===== config.mk =====
export PLATFORM = sky130hd
export DESIGN_NAME = ni_packet_bridge
export DESIGN_NICKNAME = d
export VERILOG_FILES = /design/src/rtl/ni_packet_bridge.sv
export SDC_FILE = /design/constraint.sdc
export NUM_CORES = 1
export LEC_CHECK = 0
export CORE_ASPECT_RATIO = 1.5
export CORE_UTILIZATION = 49
export DETAILED_ROUTE_END_ITERATION = 12
export GPL_TIMING_DRIVEN = 0
export PLACE_DENSITY = 0.82
export SKIP_LAST_GASP = 1
export SLEW_MARGIN = 20
export SYNTH_ARGS = -nofsm -noshare
export SYNTH_HDL_FRONTEND = slang
export SYNTH_SLANG_ARGS = --single-unit

===== constraint.sdc =====
create_clock -name clk -period 3.7 [get_ports clk]
set_input_delay 0.37 -clock clk [delete_from_list [all_inputs] [get_ports clk]]
set_output_delay 0.37 -clock clk [all_outputs]
set_load 0.02 [all_outputs]

===== src/rtl/ni_packet_bridge.sv =====
// Network interface bridge: packetises TX words into head/body/tail flits through a
// show-ahead flit FIFO, and de-packetises RX flits into words with source, last and error.
module ni_packet_bridge #(
    parameter int                DATA_W     = 16,
    parameter int                ADDR_W     = 8,
    parameter int                FLIT_W     = 48,
    parameter int                BURST      = 4,
    parameter int                FIFO_DEPTH = 8,
    parameter logic [ADDR_W-1:0] SRC_ID     = '0
) (
    input  logic                            clk,
    input  logic                            reset,
    input  logic [DATA_W-1:0]               tx_data,
    input  logic [ADDR_W-1:0]               tx_dest,
    input  logic                            tx_valid,
    output logic                            tx_ready,
    output logic [FLIT_W-1:0]               flit_out,
    output logic                            flit_out_valid,
    input  logic                            flit_out_ready,
    output logic [$clog2(FIFO_DEPTH+1)-1:0] fifo_level,
    input  logic [FLIT_W-1:0]               flit_in,
    input  logic                            flit_in_valid,
    output logic                            flit_in_ready,
    output logic [DATA_W-1:0]               rx_data,
    output logic [ADDR_W-1:0]               rx_src,
    output logic                            rx_valid,
    output logic                            rx_last,
    input  logic                            rx_ready,
    output logic                            rx_err
);

    localparam int         PAY_W   = FLIT_W - 2;
    localparam int         PTR_W   = $clog2(FIFO_DEPTH);
    localparam int         LVL_W   = $clog2(FIFO_DEPTH + 1);
    localparam logic [7:0] TX_LEN  = 8'(BURST);
    localparam logic [7:0] TX_LAST = 8'(BURST - 1);

    typedef enum logic [1:0] {FT_INV = 2'b00, FT_HEAD = 2'b01, FT_BODY = 2'b10, FT_TAIL = 2'b11} flit_type_e;
    typedef enum logic [1:0] {T_IDLE, T_HEAD, T_BODY, T_TAIL} tx_state_e;
    typedef enum logic [1:0] {R_HEAD, R_BODY, R_TAIL} rx_state_e;
    typedef logic [PAY_W-1:0] payload_t;

    // ---------------- TX packetiser ----------------
    tx_state_e         tx_state_q, tx_state_d;
    logic [ADDR_W-1:0] tx_dest_q, tx_dest_d;
    logic [7:0]        tx_cnt_q, tx_cnt_d;
    logic [DATA_W-1:0] tx_csum_q, tx_csum_d;
    logic              push_req, push_en, pop_en, fifo_full;
    logic [FLIT_W-1:0] push_flit;

    // NOTE: sequential state uses non-blocking assignments so every register samples pre-edge values.
    always_ff @(posedge clk or negedge reset) begin
        if (!reset) begin
            tx_state_q <= T_IDLE;
            tx_dest_q  <= '0;
            tx_cnt_q   <= '0;
            tx_csum_q  <= '0;
        end else begin
            tx_state_q <= tx_state_d;
            tx_dest_q  <= tx_dest_d;
            tx_cnt_q   <= tx_cnt_d;
            tx_csum_q  <= tx_csum_d;
        end
    end

    // NOTE: every combinational output gets a default first so no path infers a latch.
    always_comb begin
        tx_state_d = tx_state_q;
        tx_dest_d  = tx_dest_q;
        tx_cnt_d   = tx_cnt_q;
        tx_csum_d  = tx_csum_q;
        case (tx_state_q)
            T_IDLE: if (tx_valid) begin
                tx_dest_d  = tx_dest;
                tx_state_d = T_HEAD;
            end
            T_HEAD: if (!fifo_full) begin
                tx_cnt_d   = '0;
                tx_csum_d  = '0;
                tx_state_d = T_BODY;
            end
            T_BODY: if (tx_valid && !fifo_full) begin
                tx_csum_d = tx_csum_q ^ tx_data;
                tx_cnt_d  = tx_cnt_q + 8'd1;
                if (tx_cnt_q == TX_LAST) tx_state_d = T_TAIL;
            end
            T_TAIL: if (!fifo_full) tx_state_d = T_IDLE;
            default: tx_state_d = T_IDLE;
        endcase
    end

    always_comb begin
        tx_ready  = 1'b0;
        push_req  = 1'b0;
        push_flit = '0;
        case (tx_state_q)
            T_HEAD: begin
                push_req  = 1'b1;
                push_flit = {FT_HEAD, payload_t'({SRC_ID, tx_dest_q, TX_LEN})};
            end
            T_BODY: begin
                tx_ready  = !fifo_full;
                push_req  = tx_valid;
                push_flit = {FT_BODY, payload_t'(tx_data)};
            end
            T_TAIL: begin
                push_req  = 1'b1;
                push_flit = {FT_TAIL, payload_t'(tx_csum_q)};
            end
            default: ;
        endcase
    end

    // ---------------- TX flit FIFO (show-ahead) ----------------
    logic [FLIT_W-1:0] fifo_mem [FIFO_DEPTH];
    logic [PTR_W-1:0]  wr_ptr_q, rd_ptr_q;
    logic [LVL_W-1:0]  level_q;

    assign fifo_full      = (level_q == LVL_W'(FIFO_DEPTH));
    assign flit_out_valid = (level_q != '0);
    assign flit_out       = fifo_mem[rd_ptr_q];
    assign fifo_level     = level_q;
    // A pop cannot make room for a same-cycle write: full blocks the write regardless.
    assign push_en        = push_req && !fifo_full;
    assign pop_en         = flit_out_valid && flit_out_ready;

    // NOTE: storage carries no reset; only pointers and level are reset, and level qualifies the data.
    always_ff @(posedge clk) begin
        if (push_en) fifo_mem[wr_ptr_q] <= push_flit;
    end

    always_ff @(posedge clk or negedge reset) begin
        if (!reset) begin
            wr_ptr_q <= '0;
            rd_ptr_q <= '0;
            level_q  <= '0;
        end else begin
            if (push_en) wr_ptr_q <= wr_ptr_q + PTR_W'(1);
            if (pop_en)  rd_ptr_q <= rd_ptr_q + PTR_W'(1);
            case ({push_en, pop_en})
                2'b10:   level_q <= level_q + LVL_W'(1);
                2'b01:   level_q <= level_q - LVL_W'(1);
                default: ;
            endcase
        end
    end

    // ---------------- RX de-packetiser ----------------
    rx_state_e         rx_state_q, rx_state_d;
    logic [ADDR_W-1:0] rx_src_q, rx_src_d;
    logic [7:0]        rx_len_q, rx_len_d, rx_cnt_q, rx_cnt_d;
    logic [DATA_W-1:0] rx_csum_q, rx_csum_d, rx_data_q, rx_data_d;
    logic              rx_valid_q, rx_valid_d, rx_last_q, rx_last_d, rx_err_q, rx_err_d;
    logic              rx_take, rx_unused;
    flit_type_e        in_type;
    payload_t          in_pay;

    assign in_type   = flit_type_e'(flit_in[FLIT_W-1 -: 2]);
    assign in_pay    = flit_in[PAY_W-1:0];
    assign rx_take   = flit_in_valid && flit_in_ready;
    assign rx_unused = ^in_pay;

    always_ff @(posedge clk or negedge reset) begin
        if (!reset) begin
            rx_state_q <= R_HEAD;
            rx_src_q   <= '0;
            rx_len_q   <= '0;
            rx_cnt_q   <= '0;
            rx_csum_q  <= '0;
            rx_data_q  <= '0;
            rx_valid_q <= 1'b0;
            rx_last_q  <= 1'b0;
            rx_err_q   <= 1'b0;
        end else begin
            rx_state_q <= rx_state_d;
            rx_src_q   <= rx_src_d;
            rx_len_q   <= rx_len_d;
            rx_cnt_q   <= rx_cnt_d;
            rx_csum_q  <= rx_csum_d;
            rx_data_q  <= rx_data_d;
            rx_valid_q <= rx_valid_d;
            rx_last_q  <= rx_last_d;
            rx_err_q   <= rx_err_d;
        end
    end

    always_comb begin
        rx_state_d = rx_state_q;
        rx_src_d   = rx_src_q;
        rx_len_d   = rx_len_q;
        rx_cnt_d   = rx_cnt_q;
        rx_csum_d  = rx_csum_q;
        rx_data_d  = rx_data_q;
        rx_valid_d = rx_valid_q && !rx_ready;
        rx_last_d  = rx_last_q;
        rx_err_d   = 1'b0;
        if (rx_take) begin
            case (rx_state_q)
                R_HEAD: if (in_type == FT_HEAD) begin
                    rx_src_d   = in_pay[2*ADDR_W+7 -: ADDR_W];
                    rx_len_d   = in_pay[7:0];
                    rx_cnt_d   = '0;
                    rx_csum_d  = '0;
                    rx_state_d = (in_pay[7:0] == 8'd0) ? R_TAIL : R_BODY;
                end else begin
                    rx_err_d = 1'b1;
                end
                R_BODY: if (in_type == FT_BODY) begin
                    rx_data_d  = in_pay[DATA_W-1:0];
                    rx_valid_d = 1'b1;
                    rx_csum_d  = rx_csum_q ^ in_pay[DATA_W-1:0];
                    rx_cnt_d   = rx_cnt_q + 8'd1;
                    rx_last_d  = ((rx_cnt_q + 8'd1) == rx_len_q);
                    if ((rx_cnt_q + 8'd1) == rx_len_q) rx_state_d = R_TAIL;
                end else begin
                    rx_err_d   = 1'b1;
                    rx_state_d = R_HEAD;
                end
                R_TAIL: begin
                    rx_err_d   = (in_type != FT_TAIL) || (in_pay[DATA_W-1:0] != rx_csum_q);
                    rx_state_d = R_HEAD;
                end
                default: rx_state_d = R_HEAD;
            endcase
        end
    end

    always_comb begin
        flit_in_ready = !rx_valid_q || rx_ready;
        rx_data       = rx_data_q;
        rx_src        = rx_src_q;
        rx_valid      = rx_valid_q;
        rx_last       = rx_last_q;
        rx_err        = rx_err_q;
    end

endmodule


==> out/metrics.yaml, run 1 <==
cts_tree: "done"
layout.nets: 1043
crit_fanout: 10
netlist_instances: 784
peakVddDrop_v: 0.000393
setup-violations-final: 0
drt_pass1_iterations: 5
yosysWarnings: 0
htreeDepth: 1
syn_area_um2: 11000
fin_area_um2: 13500
grt_setup_unrepaired: "no"
seq_area_frac_synth_pct: 63.4
fill_cells: 1583
area_delta_synth_final_pct: 23.3
ios: 160
antenna_left: 0
fmax_ghz: 0.290
synth_edf_count: 144
syn_avg_cell_area_um2: 14.0
endpoint_kind: "output port"
grt_pass1_wl_um: 38700
min_path_type: "primary input to flip-flop"
port_buffers: 106
grt_pass1_vias: 7246
cts_setup_buffers: 0
status: "complete, no violations"
tightest_slew_ns: 0.810
whs_path_depth: 3
synthFlopType: "edfxtp_1"
holdBufCountCts: 1
numCtsBuffers: 22
cap_violations: 0
clk_latency_ns: 0.52
dpl_cell_area_um2: 12600
required_ns: 3.33
hold_viol: 0
power_density_nw_per_um2: 837
tns_ns: 0
die_w_um: 124
final_util_pct: 62.0
wirelength_um: 25100
slew_violations: 0
clk_path_buf_depth: 3
worst_setup_path_start_kind: "flip-flop"
dieArea_um2: 23000
multi_input_area_um2: 3720
cts_root_buffer: "clkbuf_16"
drive_gt1_share_pct: 20.2
synth_seq_cells: 249
seq_area_um2: 6950
start_util_pct: 50.3
max_slew_margin_pct: 46.0
path_class: "flip-flop to output port"
cts.sinks: 249
cts_resized: 0
vias: 6986
r2r_cells: 8
clk_pin_slew_ns: 0.07
finClkSkew_ns: 0.0140
period_needed_ns: 3.44
grt_max_degree: 61
grt_overflow: 0
num_rows: 66
drcViolationCount: 0
synth_async_sr_flop_share_pct: 42.2
finalCritPeriodShare_pct: 93.1
synthDistinctLibCells: 62
wire_per_inst_um: 20.3
grt_usage_pct: 22.5
cp.arrival_ns: 3.07
gp_congestion: 0.879
drt_iter0_drc: 399
die_height_um: 185
dp_hpwl_um: 17100
core_um2: 21800
antenna_found_initial: 0
p_leak_nw: 5.29
via_per_inst: 5.63
[layer usage]
| metal | GRT usage [%] | up-vias | part of all wire (%) | wire length [um] |
|---|---|---|---|---|
| met5 | 0 | - | 0 | 0 |
| met4 | 10.9 | 0 | 4.0 | 1020 |
| met3 | 3.69 | 70 | 5.9 | 1470 |
| met2 | 41.3 | 314 | 55 | 13700 |
| met1 | 24.6 | 3458 | 35 | 8910 |
| li1 | - | 3144 | - | - |
[state kept, by name (all words and copies together) (netlist names)]
register    count
rx_valid        1
tx_csum_q      16
tx_state_q      2
wr_ptr_q        3
rx_data        16
fifo_mem      144
rx_state_q      2
fifo_level      4
tx_dest_q       8
rx_csum_q      16
rx_len_q        8
rx_err          1
rd_ptr_q        3
tx_cnt_q        8
rx_src          8
rx_cnt_q        8
rx_last         1
[where the power goes]
group | internal [W] | total [W] | switching (W)
Sequential | 0.00392 | 0.00431 | 0.000395
Clock | 0.00166 | 0.00274 | 0.00109
Combinational | 0.00190 | 0.00426 | 0.00236
[final timing paths]
path / endpoint / start / slack (ns)
max: flit_out[2] / rd_ptr_q[1] / 0.26
min: tx_cnt_q[1] / tx_valid / 0.33
max reg2reg: fifo_mem[0][7] / tx_state_q[0] / 0.54
min reg2reg: rx_data[14] / rx_data[14] / 0.48
max in group asynchronous: rx_cnt_q[2] / reset / 2.66
min in group asynchronous: rx_src[3] / reset / 0.40
[synthesized netlist by cell type, drive strengths merged (6+ instances only)]
master / number / area, um2
nand4: 11 / 75.1
o21ai: 51 / 255
a22oi: 7 / 52.6
buf: 49 / 334
xnor2: 22 / 193
a222oi: 8 / 80.1
xor2: 30 / 263
nor2: 73 / 274
ha: 12 / 150
inv: 13 / 48.8
edfxtp: 144 / 4320
dfrtp: 105 / 2630
nand2b: 6 / 40.0
a21oi: 7 / 35.0
mux2: 45 / 507
clkbuf: 15 / 57.6
nand3: 7 / 35.0
mux4: 36 / 811
nand2: 89 / 334
nor3: 7 / 40.0
[cell usage in the layout, fill, tap and decap left out, types with 3 or more instances in the layout]
cell	netlist	final
nand2_1	89	89
conb_1	1	30
clkdlybuf4s50_1	0	105
mux4_2	36	36
dfrtp_1	105	105
nor2b_1	4	4
a22o_1	3	3
nor2_4	0	3
xnor2_1	22	22
nor2_1	73	67
nor3_2	1	3
buf_2	9	9
clkinvlp_4	0	3
ha_1	12	12
nand2b_1	5	5
a222oi_1	8	8
inv_1	13	13
or4_1	4	4
o21ai_0	45	45
edfxtp_1	144	144
bufinv_16	0	7
mux2_2	45	45
a22oi_1	7	7
xor2_1	30	30
o21ai_1	6	6
clkbuf_16	0	23
buf_4	35	37
buf_6	1	6
nor3_1	6	4
nand4_1	10	10
nor2_2	0	3
a21oi_1	7	7
buf_1	4	4
nand3_1	7	7
clkbuf_1	14	14
[metrics by stage]
step | hold WS, ns | cells | power (W) | worst slack (ns)
global placement | 0.466 | 1191 | 0.00833 | -1.92
floorplan | 0.0744 | 813 | 0.00698 | 0.632
finish | 0.331 | 1241 | 0.0113 | 0.257
detailed placement | 0.395 | 1199 | 0.00857 | 0.566
global route | 0.356 | 1240 | 0.0119 | 0.195
CTS | 0.302 | 1240 | 0.0114 | 0.264
[area by class of cell]
class	instances	share of cell area (%)
Buffer	64	2.90
Tap cell	272	2.52
Sequential cell	249	51.4
Clock inverter	17	2.30
Multi-Input combinational cell	487	27.5
Antenna cell	1	0.0185
Timing Repair Buffer	115	8.69
Clock buffer	23	4.26
Inverter	13	0.361
[worst max-delay path, cell delays in order (launching register included)]
cell	delay, ns
dfrtp_1	0.36
clkbuf_2	0.29
buf_1	0.66
mux4_2	0.42
mux2_2	0.30
clkdlybuf4s50_1	0.54
[cell families (layout without fill, tap and decap cells)]
logic type	Yosys count	count (layout)	share of synthesized area, %
multiplexers	83	83	12.2
XOR/XNOR	53	53	4.37
adder cells (fa/ha/maj)	13	13	1.55
buffers and inverters	77	232	4.02
other	1	31	0.0342
flip-flops	249	249	63.4
AO/OA/AOI/OAI	91	91	5.29
AND/OR/NAND/NOR	217	217	9.14
(Power assumes the default switching activity.)
==> run 2: changes to the inputs <==
--- a/config.mk
+++ b/config.mk
@@ -8,6 +8,7 @@
 export CORE_ASPECT_RATIO = 1.5
 export CORE_UTILIZATION = 49
 export DETAILED_ROUTE_END_ITERATION = 12
+export GPL_ROUTABILITY_DRIVEN = 0
 export GPL_TIMING_DRIVEN = 0
 export PLACE_DENSITY = 0.82
 export SKIP_LAST_GASP = 1
==> results of run 2 <==
Final layout, timing and power as in run 1 (identical DEF).
==> run 3: changes to the inputs <==
--- a/config.mk
+++ b/config.mk
@@ -6,6 +6,7 @@
 export NUM_CORES = 1
 export LEC_CHECK = 0
 export CORE_ASPECT_RATIO = 1.5
+export CORE_MARGIN = 1.5
 export CORE_UTILIZATION = 49
 export DETAILED_ROUTE_END_ITERATION = 12
 export GPL_ROUTABILITY_DRIVEN = 0
==> out/metrics.yaml, run 3 (synthesized netlist as in run 1, its figures left out) <==
status: "complete, no violations"  # unchanged
clk_path_buf_depth: 3  # unchanged
route.met2.wl_um: 13500  # was 13700 um
die_height_um: 186  # was 185 um
clk_pin_slew_ns: 0.07  # about the same
fill_cells: 1645  # was 1583
drt_iter0_drc: 444  # was 399
endpoint_kind: "output port"  # unchanged
dieArea_um2: 23300  # was 23000 um2
largest_reg_flops: 144  # unchanged
period_needed_ns: 3.40  # was 3.44 ns
hold_viol: 0  # unchanged
power_density_nw_per_um2: 813  # was 837 nW/um2
final_util_pct: 61.3  # was 62.0%
num_rows: 66  # unchanged
ios: 160  # unchanged
layout.nets: 1044  # was 1043
cts.sinks: 249  # unchanged
reg2reg_slack_ns: 0.61  # was 0.54 ns
wl_met3_um: 1380  # was 1470 um
setup-violations-final: 0  # unchanged
finClkSkew_ns: 0.0140  # about the same
clk_latency_ns: 0.51  # was 0.52 ns
area_delta_synth_final_pct: 22.0  # was 23.3%
tns_ns: 0  # unchanged
top_register: "fifo_mem"  # unchanged
grt_setup_unrepaired: "no"  # unchanged
required_ns: 3.33  # about the same
cp.arrival_ns: 3.03  # was 3.07 ns
grt_pass1_vias: 7189  # was 7246
vias: 6889  # was 6986
p_leak_nw: 5.23  # was 5.29 nW
min_path_type: "primary input to asynchronous set/reset pin"  # was primary input to flip-flop
antenna_found_initial: 1  # was 0
slew_violations: 0  # unchanged
cap_violations: 0  # unchanged
dp_hpwl_um: 16700  # was 17100 um
final_common_cell: "edfxtp_1"  # unchanged
antennaDiodeCount: 0  # was 1
via_per_inst: 5.55  # was 5.63
grt_pass1_wl_um: 38100  # was 38700 um
htreeDepth: 1  # unchanged
fmax_ghz: 0.294  # was 0.290 GHz
port_buffers: 106  # unchanged
drt_pass1_iterations: 5  # unchanged
worst_setup_path_start_kind: "flip-flop"  # unchanged
grt_usage_pct: 20.9  # was 22.5%
drcViolationCount: 0  # unchanged
wirelength_um: 24000  # was 25100 um
cts_resized: 0  # unchanged
drive_gt1_share_pct: 19.5  # was 20.2%
wl_met1_um: 8500  # was 8910 um
numCtsBuffers: 23  # was 22
wire_per_inst_um: 19.3  # was 20.3 um
die_w_um: 125  # was 124 um
grt_max_degree: 74  # was 61
grt_overflow: 0  # unchanged
antenna_left: 0  # unchanged
cts_tree: "done"  # unchanged
finalCritPeriodShare_pct: 91.8  # was 93.1%
layout_common_cells: "edfxtp_1 (144), dfrtp_1 (105), clkdlybuf4s50_1 (105), nand2_1 (89), nor2_1 (67)"  # unchanged
routed.top_layer: "met5"  # was met4
path_class: "flip-flop to output port"  # unchanged
max_slew_margin_pct: 49.9  # was 46.0%
power_w: 0.0109  # was 0.0113 W
cts_root_buffer: "clkbuf_16"  # unchanged
tightest_slew_ns: 0.752  # was 0.810 ns
peakVddDrop_v: 0.000488  # was 0.000393 V
core_um2: 21800  # unchanged
crit_fanout: 10  # unchanged
start_util_pct: 50.3  # unchanged
run 3: cell types whose count changed in the layout (fill, tap and decap cells not counted), moves of 2 or more:
cell / delta
clkinv_8: -2
clkbuf_1: +9
clkbuf_8: +3
clkinvlp_4: -3
bufinv_16: -5
clkinv_2: +2
run 3: area by class of cell:
cell class | instances | area, um2 | area share [%]
sequential | 249 | 6950 | 52.0
multi-input combinational | 487 | 3720 | 27.8
timing repair buffer | 115 | 1170 | 8.76
clock buffer | 35 | 651 | 4.87
buffer | 64 | 392 | 2.93
tap | 272 | 340 | 2.54
clock inverter | 7 | 96.3 | 0.720
inverter | 13 | 48.8 | 0.365
run 3: final timing paths:
| path | from | end | cells past startpoint |
|---|---|---|---|
| max | rd_ptr_q[1] | flit_out[46] | 5 |
| min | reset | rx_src[4] | 2 |
| max reg2reg | tx_state_q[0] | fifo_mem[1][14] | 8 |
| min reg2reg | rx_data[14] | rx_data[14] | 2 |
| max in group asynchronous | reset | rd_ptr_q[2] | 3 |
| min in group clk | tx_valid | tx_cnt_q[0] | 3 |
run 3: what timing repair did:
action / CTS / global route
buffers inserted: 0 / 0
setup endpoints to repair: 0 / 0
endpoints found under the hold margin: 32 / 0
hold buffers: 1 / 0
run 3: per-stage QoR:
step	instance area [um2]	worst slack, ns	std cells	hold WS, ns
after floorplan	11100	0.632	813	0.0744
after global placement	12500	-1.96	1191	0.464
after detailed placement	12600	0.628	1199	0.287
after CTS	13400	0.295	1242	0.305
after global routing	13400	0.208	1242	0.328
final	13400	0.302	1242	0.316
run 3: per-layer routing:
layer / vias up / GRT usage, %
li1: 3144 / -
met2: 252 / 40.3
met5: - / 0
met1: 3440 / 23.3
met4: 2 / 7.41
met3: 51 / 3.49
run 3: power by group:
group          total, W  switching, W  internal [W]
Clock           0.00236       0.00100       0.00136
Combinational   0.00421       0.00231       0.00190
Sequential      0.00430      0.000382       0.00392
run 3: worst max-delay path: stages (launching register included):
cell and delay (ns):
dfrtp_1 0.36, clkbuf_2 0.29, buf_1 0.61, mux4_2 0.41, mux2_2 0.30, clkdlybuf4s50_1 0.55
